$ cat src/rtl/unified_mem_arbiter_pkg.sv
// ---------------------------------------------------------------------------
// unified_mem_arbiter_pkg
//   Shared types and constants for the unified memory port arbiter.
//   - arb_state_case_e : arbiter ownership state of the memory port
//   - mem_req_bundle_t : one latched memory transaction (we/addr/wdata/wstrb)
//   - STARVE_LIMIT_DEFAULT : default data-grant budget while a fetch waits
//   - fetch_bundle()   : builds the transaction for an instruction read
// ---------------------------------------------------------------------------
package unified_mem_arbiter_pkg;

  typedef enum logic [1:0] {
    IDLE    = 2'b00,
    BUSY_IF = 2'b01,
    BUSY_DM = 2'b10
  } arb_state_case_e;

  typedef struct packed {
    logic        we;
    logic [31:0] addr;
    logic [31:0] wdata;
    logic [3:0]  wstrb;
  } mem_req_bundle_t;

  localparam int STARVE_LIMIT_DEFAULT = 4;
  localparam int STARVE_CNT_W         = 4;
  localparam int STARVE_CNT_MAX       = (1 << STARVE_CNT_W) - 1;

  // Instruction reads never write: no write enable, no byte strobes.
  function automatic mem_req_bundle_t fetch_bundle(input logic [31:0] addr);
    mem_req_bundle_t b;
    b.we    = 1'b0;
    b.addr  = addr;
    b.wdata = 32'h0000_0000;
    b.wstrb = 4'b0000;
    return b;
  endfunction

endpackage

$ cat src/rtl/unified_mem_arbiter.sv
// ---------------------------------------------------------------------------
// unified_mem_arbiter
//   Shares the single unified memory port between the fetch stage and the
//   memory stage. Data requests have fixed priority over fetches. The winning
//   request is latched onto the mem_* port and held until mem_ready, and the
//   response is routed back to whichever stage owns the port. A fetch flush
//   discards a pending fetch and silently drops an in-flight instruction read.
//
//   Optional feature (compile-time macro FETCH_STARVE_GUARD_EN):
//     a 4-bit counter limits consecutive data grants while a fetch waits;
//     after STARVE_LIMIT of them the next arbitration with a valid fetch
//     grants the fetch. Without the macro, data priority is strict and no
//     counter exists.
//
//   Parameters:
//     STARVE_LIMIT  data grants allowed while a fetch waits (1..15)
//   Ports:
//     clk, rst_n                     clock, asynchronous active-low reset
//     if_req/if_addr/if_flush        fetch request, address, flush
//     if_gnt/if_rvalid/if_rdata      fetch accept, response pulse, data
//     dm_req/dm_we/dm_addr/
//       dm_wdata/dm_wstrb            data request and its fields
//     dm_gnt/dm_rvalid/dm_rdata      data accept, response pulse, raw word
//     mem_req/mem_we/mem_addr/
//       mem_wdata/mem_wstrb          registered memory transaction
//     mem_ready/mem_rdata            memory completion and read data
// ---------------------------------------------------------------------------
module unified_mem_arbiter
  import unified_mem_arbiter_pkg::*;
#(
  parameter int STARVE_LIMIT = STARVE_LIMIT_DEFAULT
) (
  input  logic        clk,
  input  logic        rst_n,
  input  logic        if_req,
  input  logic [31:0] if_addr,
  output logic        if_gnt,
  output logic        if_rvalid,
  output logic [31:0] if_rdata,
  input  logic        if_flush,
  input  logic        dm_req,
  input  logic        dm_we,
  input  logic [31:0] dm_addr,
  input  logic [31:0] dm_wdata,
  input  logic [3:0]  dm_wstrb,
  output logic        dm_gnt,
  output logic        dm_rvalid,
  output logic [31:0] dm_rdata,
  output logic        mem_req,
  output logic        mem_we,
  output logic [31:0] mem_addr,
  output logic [31:0] mem_wdata,
  output logic [3:0]  mem_wstrb,
  input  logic        mem_ready,
  input  logic [31:0] mem_rdata
);

  if (STARVE_LIMIT < 1 || STARVE_LIMIT > STARVE_CNT_MAX) begin : g_limit_range
    $error("unified_mem_arbiter: STARVE_LIMIT must be in 1..15");
  end

  arb_state_case_e state_q, state_d;
  mem_req_bundle_t bundle_q, bundle_d;
  logic            drop_q, drop_d;

  logic arb_point;
  logic if_valid;
  logic fetch_first;
  logic grant_dm;
  logic grant_if;
  logic resp_if;
  logic resp_dm;

  // The port is re-arbitrated when idle or when the current transaction
  // completes; gating with rst_n keeps grants quiet while reset is held.
  assign arb_point = rst_n && ((state_q == IDLE) || mem_ready);

  // A flushed fetch is stale and must not compete for the port.
  assign if_valid  = if_req && !if_flush;

  assign grant_dm  = arb_point && dm_req && !fetch_first;
  assign grant_if  = arb_point && if_valid && !grant_dm;
  assign dm_gnt    = grant_dm;
  assign if_gnt    = grant_if;

`ifdef FETCH_STARVE_GUARD_EN
  logic [STARVE_CNT_W-1:0] starve_cnt_q, starve_cnt_d;

  assign fetch_first = if_valid && (starve_cnt_q >= STARVE_CNT_W'(STARVE_LIMIT));

  // Counts data grants that overtook a live fetch; saturates rather than
  // wrapping so a very long data burst cannot re-arm the budget.
  always_comb begin
    starve_cnt_d = starve_cnt_q;
    if (grant_if || !if_req) begin
      starve_cnt_d = '0;
    end else if (grant_dm && if_valid &&
                 (starve_cnt_q != STARVE_CNT_W'(STARVE_CNT_MAX))) begin
      starve_cnt_d = starve_cnt_q + STARVE_CNT_W'(1);
    end
  end

  always_ff @(posedge clk or negedge rst_n) begin
    if (!rst_n) begin
      starve_cnt_q <= '0;
    end else begin
      starve_cnt_q <= starve_cnt_d;
    end
  end
`else
  assign fetch_first = 1'b0;
`endif

  // Next state, transaction latch and drop flag.
  always_comb begin
    state_d  = state_q;
    bundle_d = bundle_q;
    drop_d   = drop_q;

    if (grant_dm) begin
      state_d        = BUSY_DM;
      bundle_d.we    = dm_we;
      bundle_d.addr  = dm_addr;
      bundle_d.wdata = dm_wdata;
      bundle_d.wstrb = dm_wstrb;
    end else if (grant_if) begin
      state_d  = BUSY_IF;
      bundle_d = fetch_bundle(if_addr);
    end else if (arb_point) begin
      state_d = IDLE;
    end

    // drop survives until its own transaction ends; a flush in the
    // completion cycle is handled directly on if_rvalid below.
    if ((state_q == BUSY_IF) && !mem_ready) begin
      drop_d = drop_q | if_flush;
    end else begin
      drop_d = 1'b0;
    end
  end

  always_ff @(posedge clk or negedge rst_n) begin
    if (!rst_n) begin
      state_q  <= IDLE;
      bundle_q <= '0;
      drop_q   <= 1'b0;
    end else begin
      state_q  <= state_d;
      bundle_q <= bundle_d;
      drop_q   <= drop_d;
    end
  end

  assign mem_req   = (state_q != IDLE);
  assign mem_we    = bundle_q.we;
  assign mem_addr  = bundle_q.addr;
  assign mem_wdata = bundle_q.wdata;
  assign mem_wstrb = bundle_q.wstrb;

  // Responses are routed combinationally in the mem_ready cycle.
  assign resp_if   = (state_q == BUSY_IF) && mem_ready;
  assign resp_dm   = (state_q == BUSY_DM) && mem_ready;

  assign if_rvalid = resp_if && !drop_q && !if_flush;
  assign if_rdata  = if_rvalid ? mem_rdata : 32'h0000_0000;
  assign dm_rvalid = resp_dm;
  assign dm_rdata  = resp_dm ? mem_rdata : 32'h0000_0000;

endmodule

$ cat config.mk
export PLATFORM = sky130hd
export DESIGN_NAME = unified_mem_arbiter
export DESIGN_NICKNAME = d
export VERILOG_FILES = /design/src/rtl/unified_mem_arbiter_pkg.sv /design/src/rtl/unified_mem_arbiter.sv
export SDC_FILE = /design/constraint.sdc
export NUM_CORES = 1
export LEC_CHECK = 0
export CORE_MARGIN = 1
export CORE_UTILIZATION = 36
export CTS_CLUSTER_SIZE = 25
export DETAILED_ROUTE_END_ITERATION = 10
export GPL_ROUTABILITY_DRIVEN = 0
export MAX_ROUTING_LAYER = met4
export PLACE_DENSITY = 0.83
export SYNTH_ARGS = -nofsm -noshare
export SYNTH_HDL_FRONTEND = slang
export SYNTH_SLANG_ARGS = --single-unit
$ cat constraint.sdc
create_clock -name clk -period 2.3 [get_ports clk]
set_input_delay 0.69 -clock clk [delete_from_list [all_inputs] [get_ports clk]]
set_output_delay 0.69 -clock clk [all_outputs]
set_load 0.1 [all_outputs]
==> results of run 1 <==
==> layout make-up <==
type | count | area [sq um]
antenna | 2 | 5.00
sequential | 72 | 1800
tap | 136 | 170
fill | 687 | 2650
timing repair buffer | 301 | 3570
clock buffer | 11 | 131
multi-input combinational | 249 | 2110
clock inverter | 4 | 22.5
==> sequential cells by signal (all words and copies together), names as in the netlist <==
| signal | cells |
|---|---|
| state_q | 2 |
| drop_q | 1 |
| mem_wdata | 32 |
| mem_addr | 32 |
| mem_we | 1 |
| mem_wstrb | 4 |
==> repair_timing <==
| action | CTS | global route |
|---|---|---|
| hold buffers | 0 | 0 |
| cloned | 2 | 1 |
| endpoints found under the setup margin | 69 | 48 |
| buffers inserted | 4 | 0 |
| pin swaps | 13 | 11 |
| gates resized for setup | 33 | 3 |
==> final timing paths <==
check / to / slack [ns] / cells after the start
min in group clk: mem_wdata[16] / 0.51 / 1
max reg2reg: mem_addr[6] / 0.45 / 4
min reg2reg: mem_wdata[16] / 0.51 / 1
max: if_rdata[28] / -0.1 / 7
min: drop_q / 0.34 / 2
max in group asynchronous: mem_wdata[22] / 1.35 / 2
==> kinds of logic after synthesis <==
kind of cell,Yosys count,synth area share (%)
simple gates,144,23.1
flops,72,45.8
compound gates,105,25.7
buf+inv,37,5.43
==> critical path, delay by kind of cell <==
kind / cells / cell delay, ns
buffers and inverters: 4 / 0.53
AND/OR/NAND/NOR: 3 / 0.48
==> synth_stat cells, types with 2 or more instances <==
library cell	n
and2b_1	15
and2_1	66
dfrtp_1	72
a221o_1	32
buf_2	18
a32o_1	32
buf_6	6
nor2_1	3
a22o_1	38
clkbuf_1	11
nand2_1	5
buf_4	2
nor2b_1	49
nand2b_1	2
==> power groups by stage <==
stage                     Sequential (mW)  Combinational [mW]  Clock [mW]
after detailed placement             1.74                3.97           0
after global routing                 1.76                4.08       0.921
after CTS                            1.73                3.98       0.853
after global placement               1.73                3.92           0
final                                1.73                3.98       0.832
after floorplan                      3.58               0.976           0
==> placed cells by master (no fill, tap or decap), types with 2 or more instances in the layout <==
master           instances
and2b_1                 15
dfrtp_2                  2
and2_2                   2
diode_2                  2
and2_4                  63
dfrtp_1                 70
clkbuf_1                 2
a22o_1                  38
clkbuf_8                 9
nor2b_1                 49
buf_2                    2
clkinv_2                 3
dlygate4sd2_1            4
nand2b_1                 2
buf_6                    3
buf_12                  74
nand2_1                  4
a32o_1                  32
a221o_1                 32
buf_4                   85
clkdlybuf4s50_1        130
nor2_4                   2
==> per-layer routing <==
metal,global-route usage (%),wire length [microns],vias to the layer above
met5,-,0,-
met4,11.8,533,0
met3,8.15,1440,33
met2,51.9,8550,237
met1,31.0,5840,2039
li1,-,-,1877
==> reports/metrics.cfg, run 1 <==
[clocking]
insertion_delay_ns=0.34
cts_buffers=9
cts-root-buf=clkbuf_8
h-tree-depth=3
clock_path_buffers=2
cts.sinks=72
clkTransAtPathRegs_ns=0.07
cts_tree=done

[power]
fin_total_pwr_mw=6.54
p_leak_nw=3.43
p_switching_mw=3.49
p_int_mw=3.04
p_seq_share_pct=26.5
p_clk_share_pct=12.7
p_sw_share_pct=53.4
peakVddDrop_mv=0.792
p_per_area_nw_per_um2=837
comb_power_share_pct=60.8

[cells_and_area]
syn2layout_area_growth_pct=98.3
nets=772
drive_above_1_share_pct=40.2
fin_util_pct=74.6
fin_cells=775
stdcell_area_sq_um=7810

[setup_path]
startpoint_type=input port
cp_cell_sequence=buf_8 > nor2_4 > and4b_2 > buf_6 > clkbuf_16 > and2_4 > buf_12
critPathRequiredTime_ns=1.61
path_max_fanout=8
endpoint_kind=output pin
path_class=input port to output pin
r2r-start=state_q[1]
cpPeakStageDelay_ns=0.26
worstSetupStartpoint=if_flush
worstPathArrival_ns=1.71
cpMaxStageDelayCell=and4b_2

[grt]
grt_pass1_vias=4419
grt.total_usage_pct=29.4
grt_max_degree=70
grt_pass1_wl_mm=24.7
antenna_found_initial=2
gr-total-overflow=0

[timing]
hold_viol=0
fin_crit_sh_pct=104
min_period_ns=2.40
fin_tns_setup_ns=-2.81
setup_viol=33
slew_headroom_pct=50.0
hold-worst-slack_ns=0.344
fin_ws_ns=-0.0993
tightest_slew_ns=0.749
slew_viol_final=0
fmax_mhz=417
skew_ns=0.00920
rsz0062_at_grt=true

[placed_design]
place_ws_ns=-0.508
io_buffer_count=276
place_inst=752
place_hpwl_mm=12.3
place_area_sq_um=7530

[floorplanning]
die_h_microns=107
initial_core_util_pct=37.6
die_area_sq_um=11400
core_sq_um=10500
ioPinCount=277
rows=37
die_w_microns=107

[job]
drv_cap=0

[logic_synthesis]
yosysWarningCount=0
ys_seq_area_share_pct=45.8
synth_top_cell_by_area=dfrtp_1
ys_ff_latch=72
synth_cell_type_count=21
synth_edf_count=0
synth_cells=358
synth_flop_cell=dfrtp_1
post_synth_instance_area_sq_um=3940
synth_top_cells_by_area=dfrtp_1 (46%), and2_1 (10%), a22o_1 (8.5%)
synth_fp_nets=497
synthArstFlopShare_pct=100
syn_avg_cell_area_sq_um=11.0
synth_top_area_share_pct=45.8

[route]
detail_route.wirelength_mm=16.4
avgRoutedWirePerCell_microns=21.1
postRouteAntennaNets=0
num_vias=4186
drt_iter0_markers=250
viasPerCell=5.40
drcViolationCount=0
first_pass_iters=5

[run_status]
violations=setup timing
status=finished, violations left

[worst_hold_path]
hold_class=input port to async pin

(Power assumes the default switching activity.)
==> run 2, diff against run 1 <==
--- a/config.mk
+++ b/config.mk
@@ -5,6 +5,7 @@
 export SDC_FILE = /design/constraint.sdc
 export NUM_CORES = 1
 export LEC_CHECK = 0
+export CAP_MARGIN = 20
 export CORE_MARGIN = 1
 export CORE_UTILIZATION = 36
 export CTS_CLUSTER_SIZE = 25
==> results of run 2 <==
Same layout as run 1: the final DEF is identical, and so are final timing and power.
